File: src/rtl/wspr_symbol_sequencer_pkg.sv
// Shared constants, symbol type and sequencer state encoding for the WSPR
// symbol sequencer. The ARMED state exists only when WSPR_SEQ_SYNC_START_EN
// is defined.
package tinywspr_pkg;

  localparam int unsigned NUM_SYMBOLS   = 162;
  localparam int unsigned SYMS_PER_BYTE = 4;
  localparam int unsigned NUM_CFG_BYTES =
    (NUM_SYMBOLS + SYMS_PER_BYTE - 1) / SYMS_PER_BYTE;

  typedef logic [1:0] symbol_t;

`ifdef WSPR_SEQ_SYNC_START_EN
  typedef enum logic [1:0] {
    ST_IDLE,
    ST_LOAD,
    ST_TX,
    ST_ARMED
  } state_t;
`else
  typedef enum logic [1:0] {
    ST_IDLE,
    ST_LOAD,
    ST_TX
  } state_t;
`endif

  // Extract symbol 'slot' (0..3) from a config byte; symbol i sits in [2i+1:2i].
  function automatic symbol_t sym_of_byte(input logic [7:0] b, input logic [1:0] slot);
    return b[{slot, 1'b0} +: 2];
  endfunction

endpackage

File: src/rtl/wspr_baud_timer.sv
// Symbol-period down-counter: load forces the reload value in, enable counts
// down, and tick is asserted while enabled at count 0, when it auto-reloads.
module wspr_baud_timer #(
  parameter int unsigned BAUD_W = 24
) (
  input  logic              clk,
  input  logic              rst_n,
  input  logic [BAUD_W-1:0] reload_i,
  input  logic              load_i,
  input  logic              en_i,
  output logic              tick_o
);

  logic [BAUD_W-1:0] cnt_q;

  assign tick_o = en_i && (cnt_q == '0);

  // Counter: explicit load, otherwise decrement and wrap to the reload value.
  always_ff @(posedge clk or negedge rst_n) begin
    if (!rst_n) begin
      cnt_q <= '0;
    end else if (load_i) begin
      cnt_q <= reload_i;
    end else if (en_i) begin
      if (cnt_q == '0) cnt_q <= reload_i;
      else             cnt_q <= cnt_q - 1'b1;
    end
  end

endmodule

File: src/rtl/wspr_symbol_sequencer.sv
// WSPR symbol sequencer: stores one 162-symbol frame loaded byte-wise and
// plays it out as 4-FSK tone indices at a programmable symbol period.
// Optional WSPR_SEQ_SYNC_START_EN adds sync_pulse and an ARMED state that
// defers the start of transmission to the next sync pulse.
module wspr_symbol_sequencer #(
  parameter int unsigned NUM_SYMBOLS = 162,
  parameter int unsigned BAUD_W      = 24
) (
  input  logic              clk,
  input  logic              rst_n,
  input  logic [7:0]        cfg_byte,
  input  logic              cfg_valid,
  input  logic              cfg_start,
  input  logic [BAUD_W-1:0] baud_div,
  input  logic              tx_start,
  input  logic              tx_abort,
`ifdef WSPR_SEQ_SYNC_START_EN
  input  logic              sync_pulse,
`endif
  output logic [1:0]        sym_out,
  output logic              sym_strobe,
  output logic              tx_active,
  output logic              tx_done,
  output logic              loaded,
  output logic              overflow
);

  import tinywspr_pkg::*;

  localparam int unsigned CFG_BYTES = (NUM_SYMBOLS + SYMS_PER_BYTE - 1) / SYMS_PER_BYTE;
  localparam int unsigned PTR_W     = $clog2(CFG_BYTES + 1);
  localparam int unsigned IDX_W     = $clog2(NUM_SYMBOLS + 1);
  localparam logic [PTR_W-1:0] LAST_PTR = PTR_W'(CFG_BYTES - 1);
  localparam logic [IDX_W-1:0] LAST_IDX = IDX_W'(NUM_SYMBOLS - 1);

  state_t            state_q;
  logic [PTR_W-1:0]  ptr_q;
  logic [IDX_W-1:0]  idx_q;
  logic [BAUD_W-1:0] baud_q;
  logic [7:0]        mem_q [CFG_BYTES];
  symbol_t           sym_q;
  logic              strobe_q, active_q, done_q, loaded_q, ovf_q;

  logic              wr_en, go, tick;
  logic [BAUD_W-1:0] tmr_reload;
  logic [IDX_W-1:0]  idx_nxt;
  symbol_t           nxt_sym, first_sym;

  // Start decode, timer reload source and next-symbol lookup.
  always_comb begin
    wr_en     = (state_q == ST_LOAD) && cfg_valid && !cfg_start;
    idx_nxt   = idx_q + 1'b1;
    nxt_sym   = sym_of_byte(mem_q[idx_nxt[IDX_W-1:2]], idx_nxt[1:0]);
    first_sym = sym_of_byte(mem_q[0], 2'd0);
`ifdef WSPR_SEQ_SYNC_START_EN
    go         = (state_q == ST_ARMED) && sync_pulse && !tx_abort;
    tmr_reload = baud_q;
`else
    go         = (state_q == ST_IDLE) && tx_start && loaded_q && !cfg_start;
    // baud_div feeds the counter directly on the start cycle; thereafter the latched copy
    tmr_reload = go ? baud_div : baud_q;
`endif
  end

  wspr_baud_timer #(.BAUD_W(BAUD_W)) u_timer (
    .clk      (clk),
    .rst_n    (rst_n),
    .reload_i (tmr_reload),
    .load_i   (go),
    .en_i     (state_q == ST_TX),
    .tick_o   (tick)
  );

  // Symbol store: written only during a load; contents are not reset.
  always_ff @(posedge clk) begin
    if (wr_en) mem_q[ptr_q] <= cfg_byte;
  end

  // Sequencer FSM with registered outputs.
  always_ff @(posedge clk or negedge rst_n) begin
    if (!rst_n) begin
      state_q  <= ST_IDLE;
      ptr_q    <= '0;
      idx_q    <= '0;
      baud_q   <= '0;
      sym_q    <= '0;
      strobe_q <= 1'b0;
      active_q <= 1'b0;
      done_q   <= 1'b0;
      loaded_q <= 1'b0;
      ovf_q    <= 1'b0;
    end else begin
      strobe_q <= 1'b0;
      done_q   <= 1'b0;
      case (state_q)
        ST_IDLE: begin
          if (cfg_start) begin
            state_q  <= ST_LOAD;
            ptr_q    <= '0;
            loaded_q <= 1'b0;
            ovf_q    <= 1'b0;
          end else begin
            if (cfg_valid && loaded_q) ovf_q <= 1'b1;
`ifdef WSPR_SEQ_SYNC_START_EN
            if (tx_start && loaded_q) begin
              state_q <= ST_ARMED;
              baud_q  <= baud_div;
            end
`endif
          end
        end
        ST_LOAD: begin
          if (cfg_start) begin
            ptr_q <= '0;
          end else if (cfg_valid) begin
            ptr_q <= ptr_q + 1'b1;
            if (ptr_q == LAST_PTR) begin
              loaded_q <= 1'b1;
              state_q  <= ST_IDLE;
            end
          end
        end
        ST_TX: begin
          if (tx_abort) begin
            state_q  <= ST_IDLE;
            active_q <= 1'b0;
            sym_q    <= '0;
          end else if (tick) begin
            if (idx_q == LAST_IDX) begin
              state_q  <= ST_IDLE;
              active_q <= 1'b0;
              sym_q    <= '0;
              done_q   <= 1'b1;
            end else begin
              idx_q    <= idx_nxt;
              sym_q    <= nxt_sym;
              strobe_q <= 1'b1;
            end
          end
        end
`ifdef WSPR_SEQ_SYNC_START_EN
        ST_ARMED: begin
          if (tx_abort) state_q <= ST_IDLE;
        end
`endif
        default: state_q <= ST_IDLE;
      endcase
      // Start of transmission is shared by the direct and sync-armed paths.
      if (go) begin
        state_q  <= ST_TX;
        active_q <= 1'b1;
        strobe_q <= 1'b1;
        sym_q    <= first_sym;
        idx_q    <= '0;
`ifndef WSPR_SEQ_SYNC_START_EN
        baud_q   <= baud_div;
`endif
      end
    end
  end

  assign sym_out    = sym_q;
  assign sym_strobe = strobe_q;
  assign tx_active  = active_q;
  assign tx_done    = done_q;
  assign loaded     = loaded_q;
  assign overflow   = ovf_q;

endmodule

File: config.mk
export PLATFORM = sky130hd
export DESIGN_NAME = wspr_symbol_sequencer
export DESIGN_NICKNAME = d
export VERILOG_FILES = /design/src/rtl/wspr_symbol_sequencer_pkg.sv /design/src/rtl/wspr_baud_timer.sv /design/src/rtl/wspr_symbol_sequencer.sv
export SDC_FILE = /design/constraint.sdc
export NUM_CORES = 1
export LEC_CHECK = 0
export ABC_AREA = 0
export CELL_PAD_IN_SITES_DETAIL_PLACEMENT = 0
export CELL_PAD_IN_SITES_GLOBAL_PLACEMENT = 1
export CORE_UTILIZATION = 51
export DETAILED_ROUTE_END_ITERATION = 10
export PLACE_DENSITY = 0.86
export SYNTH_ARGS = -nofsm -noshare
export SYNTH_HDL_FRONTEND = slang
export SYNTH_SLANG_ARGS = --single-unit
File: constraint.sdc
create_clock -name clk -period 2.9 [get_ports clk]
set_input_delay 0.725 -clock clk [delete_from_list [all_inputs] [get_ports clk]]
set_output_delay 0.725 -clock clk [all_outputs]
set_load 0.02 [all_outputs]
; Word level (Yosys, flattened, before mapping)
; Memories as Yosys holds them, arrays and structs flattened.
; Index checks and enable logic that the tools add are counted.
[classes]
n_addsub = 3
n_eq_ne = 17
shift = 1
muxes = 50
reduce_logical = 23
[ops]
columns = cell, n
row1 = $mux W24, 4
row2 = $mux W8, 5
row3 = $mux W2, 13
row4 = $logic_not A24 Y1, 1
row5 = $sub A24 B1 Y24 const B, 1
row6 = $mux W1, 22
row7 = $mux W6, 3
row8 = $ne A3 B3 Y1 const B, 4
row9 = $pmux W6 S2, 1
row10 = $add A8 B1 Y8 const B, 1
row11 = $eq A8 B8 Y1 const B, 1
row12 = $ne A2 B2 Y1 const B, 4
row13 = $ne A4 B4 Y1 const B, 2
row14 = $reduce_bool A2 Y1, 4
row15 = $shiftx A8 B4 Y2, 1
row16 = $logic_and A1 B1 Y1, 7
row17 = $add A6 B1 Y6 const B, 1
row18 = $eq A6 B6 Y1 const B, 1
row19 = $pmux W2 S3, 1
row20 = $reduce_and A3 Y1, 2
row21 = $reduce_and A6 Y1, 1
row22 = $reduce_bool A3 Y1, 2
row23 = $reduce_and A5 Y1, 1
row24 = $ne A2 B1 Y1 const B, 2
row25 = other kinds (8), 9
[word_totals]
ff_bits = 71
ramBits = 328
word_cells = 106
mem_count = 1
[memory_table]
columns = name, words, word_bits, read_ports, rd_ports_with_merged_regs, write_ports, line
row1 = mem_q, 41, 8, 2, 0, 1, wspr_symbol_sequencer.sv:40  ; logic [7:0] mem_q [CFG_BYTES];

; Logic depth before layout (Yosys ltp)
[logic_depth]
word_depth = 8
mapped_depth = 13
mapped_depth_nobuf = 10

; Cells and area by module
; Synthesis repeated with hierarchy kept, for this count alone.
[hier_totals]
cells_unflattened = 1109
area_unflattened_um2 = 16897.5
[modules_own_cells]
columns = mod, n_inst, cells_each, area_each_um2
row1 = wspr_symbol_sequencer, 1, 910, 15215.8
row2 = wspr_baud_timer, 1, 199, 1681.6

; Least setup slack after synthesis
; No wires, ideal clock.
[synth_path]
path_kind = input -> register
start = in cfg_start
end = mem mem_q[30][0] (enable)
setup_ns = 0.395
t_arrival_ns = 2.336
required_ns = 2.505
setup_slack_ns = 0.169
path_stages = 3
n_path_buf = 1
path_cell_list = clkbuf_1 -> or4_1 -> nor4_1
[synth_between]
elab_chain_len = 4
[synth_lines]
columns = element, line
row1 = from (decl), wspr_symbol_sequencer.sv:13  ; input logic cfg_start,
row2 = $logic_not A1 Y1, wspr_symbol_sequencer.sv:51  ; wr_en = (state_q == ST_LOAD) && cfg_valid && !cfg_start;
row3 = $logic_and A1 B1 Y1, wspr_symbol_sequencer.sv:51
row4 = $mux W1, wspr_symbol_sequencer.sv:76  ; if (wr_en) mem_q[ptr_q] <= cfg_byte;
row5 = $mux W1 (not written as such), wspr_symbol_sequencer.sv:76
row6 = to (decl), wspr_symbol_sequencer.sv:40
; No other way between the ends.

; Final worst setup path
[layout_path]
start = reg idx_q[1]
end = reg sym_q[0] (netlist: sym_out[0])
[layout_between]
elab_chain_len = 8
elab_cells_between_ends = 9
classes_between = add/sub: 1 / eq/ne: 1 / shift: 1 / mux: 5 / memory: 1
[layout_lines]
columns = element, line
row1 = from (decl), wspr_symbol_sequencer.sv:38  ; logic [IDX_W-1:0] idx_q;
row2 = from (signal assigned), wspr_symbol_sequencer.sv:135  ; idx_q <= idx_nxt;
row3 = $add A8 B1 Y8, wspr_symbol_sequencer.sv:52  ; idx_nxt = idx_q + 1'b1;
row4 = $mem_v2 Z41 W8, n/a
row5 = $shiftx A8 B4 Y2, wspr_symbol_sequencer_pkg.sv:30  ; return b[{slot, 1'b0} +: 2];
row6 = $mux W2 *, wspr_symbol_sequencer.sv:129  ; if (idx_q == LAST_IDX) begin
row7 = $mux W2 *, wspr_symbol_sequencer.sv:128  ; end else if (tick) begin
row8 = $mux W2 *, wspr_symbol_sequencer.sv:124  ; if (tx_abort) begin
row9 = $mux W2 *, wspr_symbol_sequencer.sv:95  ; case (state_q)
row10 = $mux W2 *, wspr_symbol_sequencer.sv:149  ; if (go) begin
row11 = to (signal assigned), wspr_symbol_sequencer.sv:136  ; sym_q <= nxt_sym;
row12 = to (signal assigned), wspr_symbol_sequencer.sv:153  ; sym_q <= first_sym;
row13 = to (decl), wspr_symbol_sequencer.sv:41  ; symbol_t sym_q;
; Mark *: on every way between the ends. The rest lies on a longest branch, timed or not. The select of a mux whose other input is x is not followed.
; A chain may end at the register's enable or synchronous reset.

==> impl_metrics.ini <==
[drt]
drtIter0Drc = 1153
totalWireLength_mm = 47.96
drtPass1Iterations = 8
final_antenna_net_count = 0
wl_per_cell_um = 23.36
vias = 12341
avgViaCountPerCell = 6.011
drc_errors = 0

[worst_setup_path]
crit_start = idx_q[1]
cp-start-kind = flip-flop
rr_endpoint = sym_out[0]
path_max_fanout = 7
criticalPathCategory = reg2reg
ff2ff_path_depth = 12
worst-endpoint-required_ns = 3.36
crit_end = sym_out[0]
r2r_start = idx_q[1]
timing.reg2reg.setup_slack_ns = -0.02
setup.worst_path.end_class = flip-flop
crit_arrival_ns = 3.38

[finish]
utilization = 0.6460
areaGrowthSynthToFinish_pct = 23.84
final_cells = 2053
layout.nets = 1621
drive_gt1_frac = 0.1981
n_fill_cell = 2443

[global_route]
track_usage = 0.2856
grt_max_degree = 72
grt_pass1_vias = 12012
grt_pass1_wl_mm = 71.89
grt_overflow_total = 0
antenna_found_initial = 1

[clock_network]
htree_num_levels = 2
cts_tree = done
numCtsBuffers = 41
hold_buffers = 0
cts_root_buf = clkbuf_16
clk_pin_slew_ns = 0.06
clock_latency_ns = 0.55
clk_path_buf_depth = 3
cts.sinks = 399

[sta]
fmax_mhz = 342.0
tns_ns = -0.02907
hold_violations = 0
tightest_slew_ns = 0.9339
setup_ws_ns = -0.02440
drv_slew = 0
fin_crit_sh = 1.008
grt_setup_unrepaired = true
skew_ns = 0.01756
setup_violations = 2
period_minus_slack_ns = 2.924
max_slew_margin = 0.3774

[synth]
synthesis.nets = 1412
synth_cell_types = 66
synth_ff_type = edfxtp_1
yosysSeqAreaShare = 0.6815
syn_inst = 1368
synth-seq-cells = 399
avgSynthCellArea_um2 = 12.47
synth_edf_count = 328
syn-cell-area_mm2 = 0.01706
synth_warnings = 0
synthArstFlopShare = 0.1779

[run_status]
violations = setup timing
status = complete, but fails checks

[placement]
placed_cells = 1948
dp_hpwl_mm = 30.42
place_congestion = 0.9076
io_buffers = 44

[floorplanning]
dieArea_mm2 = 0.03419
fp.dieW_um = 184.9
start_util = 0.5217
ios = 45
die_y_um = 184.9
num_rows = 66
coreArea_mm2 = 0.03270

[power_and_ir_drop]
powerDensity_mw_per_mm2 = 553.5
p_leak_uw = 0.007705
ir_drop_uv = 480.0

[run]
drv_cap = 0

[min_path]
min_path_type = in2async
[through the flow]
step                total power, uW  instance area, um^2  setup WS, ns  hold WS [ns]
floorplan                      6387                17060        0.1694        0.4294
global placement               6574                19260       -0.1048        0.4562
detailed placement             6579                19260       -0.1964        0.4589
CTS                           11730                20990      -0.01164        0.3619
global route                  11960                21120       -0.1273        0.4235
finish                        11690                21130      -0.02440        0.3360
[how the worst min path moves through the flow]
| stage | end | slack (ns) | cells after the start |
|---|---|---|---|
| 4_1_cts | tx_active | 0.36 | 1 |
| 5_1_grt | baud_q[5] | 0.42 | 1 |
| 3_5_place_dp | baud_q[3] | 0.46 | 2 |
| 2_1_floorplan | baud_q[0] | 0.43 | 0 |
| 6_report | baud_q[5] | 0.34 | 1 |
| 3_3_place_gp | baud_q[3] | 0.46 | 2 |
[repair_timing]
action | in CTS | in global routing
gates resized for setup | 23 | 12
endpoints found under the setup margin | 2 | 3
setup buffers | 17 | 7
gates cloned | 3 | 1
endpoints found under the hold margin | 0 | 0
pin swaps | 11 | 6
[Yosys cell counts (all sizes together), types with 6 or more instances]
library cell / n / area [um^2]
mux4: 12 / 270.3
a2111oi: 6 / 52.55
dfrtp: 71 / 1777
a32oi: 18 / 157.7
a21oi: 46 / 230.2
nor4: 8 / 56.30
xnor2: 8 / 77.58
edfxtp: 328 / 9849
nor2: 84 / 315.3
a311oi: 14 / 122.6
nor3: 18 / 90.09
o31ai: 8 / 60.06
a211oi: 8 / 65.06
o21ai: 53 / 265.3
a31oi: 11 / 68.82
and3: 22 / 137.6
clkbuf: 43 / 161.4
and2: 8 / 50.05
mux2i: 58 / 580.6
nand4: 18 / 112.6
buf: 40 / 247.7
nand3: 86 / 430.4
ha: 6 / 75.07
nand2: 305 / 1145
inv: 14 / 52.55
[state kept, by name, indices dropped and copies added (netlist names)]
register and cells:
loaded 1, ptr_q 6, overflow 1, sym_out 2
state_q 2, u_timer.cnt_q 24, idx_q 8, mem_q 328
tx_active 1, tx_done 1, baud_q 24, sym_strobe 1
[layer usage]
layer / vias to the layer above / global-route usage / part of all wire
met5: - / 0 / 0
met2: 686 / 0.4632 / 0.47
met4: 0 / 0.1319 / 0.048
met1: 6015 / 0.3828 / 0.39
li1: 5494 / - / -
met3: 146 / 0.04050 / 0.083
[where the power goes]
group	total (uW)	internal [uW]	switching [uW]
Sequential	6230	6220	11.0
Clock	5230	3030	2200
Combinational	236	78.0	158
Total	11700	9330	2370
[worst max-delay path: stages (launching register included)]
cell	delay, ns
dfrtp_1	0.44
ha_4	0.21
xor2_4	0.17
buf_4	0.15
buf_12	0.14
buf_4	0.13
mux2i_1	0.14
mux4_2	0.55
a32oi_4	0.25
o41ai_2	0.14
o32ai_1	0.27
a2111oi_1	0.10
a211oi_2	0.14
[cells in the final DEF (no fill, tap or decap), types with 5 or more instances in the layout]
cell / n
nand4_1: 18
clkbuf_1: 7
a311oi_1: 12
nor2_1: 82
ha_1: 5
clkinv_1: 9
nor3_1: 17
and2_1: 6
a21oi_1: 44
a21o_1: 5
buf_12: 23
mux4_2: 12
o21ai_0: 52
clkdlybuf4s50_1: 43
edfxtp_1: 328
nand2_1: 305
a32oi_1: 16
buf_4: 175
o31ai_1: 7
nor4_1: 5
mux2_2: 5
and3_1: 21
nand2b_1: 5
clkinv_2: 10
clkbuf_16: 43
mux2i_1: 56
dfrtp_1: 70
nand3_1: 85
a31oi_1: 10
a211oi_1: 7
inv_1: 14
[layout make-up]
cell class / count / area (um^2) / area share
multi-input combinational: 872 / 5185 / 0.2454
clock buffer: 49 / 1077 / 0.05099
antenna: 1 / 2.502 / 0.0001184
clock inverter: 27 / 256.5 / 0.01214
sequential: 399 / 11630 / 0.5504
timing repair buffer: 249 / 2372 / 0.1123
tap: 442 / 553.0 / 0.02618
inverter: 14 / 52.55 / 0.002487
[kinds of logic (layout without fill, tap and decap cells)]
| kind of cell | Yosys count | count (layout) | share of synthesized area |
|---|---|---|---|
| buffers and inverters | 97 | 339 | 0.02706 |
| flip-flops | 399 | 399 | 0.6815 |
| XOR/XNOR | 11 | 11 | 0.006528 |
| AO/OA/AOI/OAI | 206 | 206 | 0.08038 |
| AND/OR/NAND/NOR | 574 | 574 | 0.1470 |
| other | 0 | 1 | 0 |
| adder cells (fa/ha/maj) | 6 | 6 | 0.004400 |
| multiplexers | 75 | 75 | 0.05317 |
Note: power is estimated with default switching activity, not from simulation.
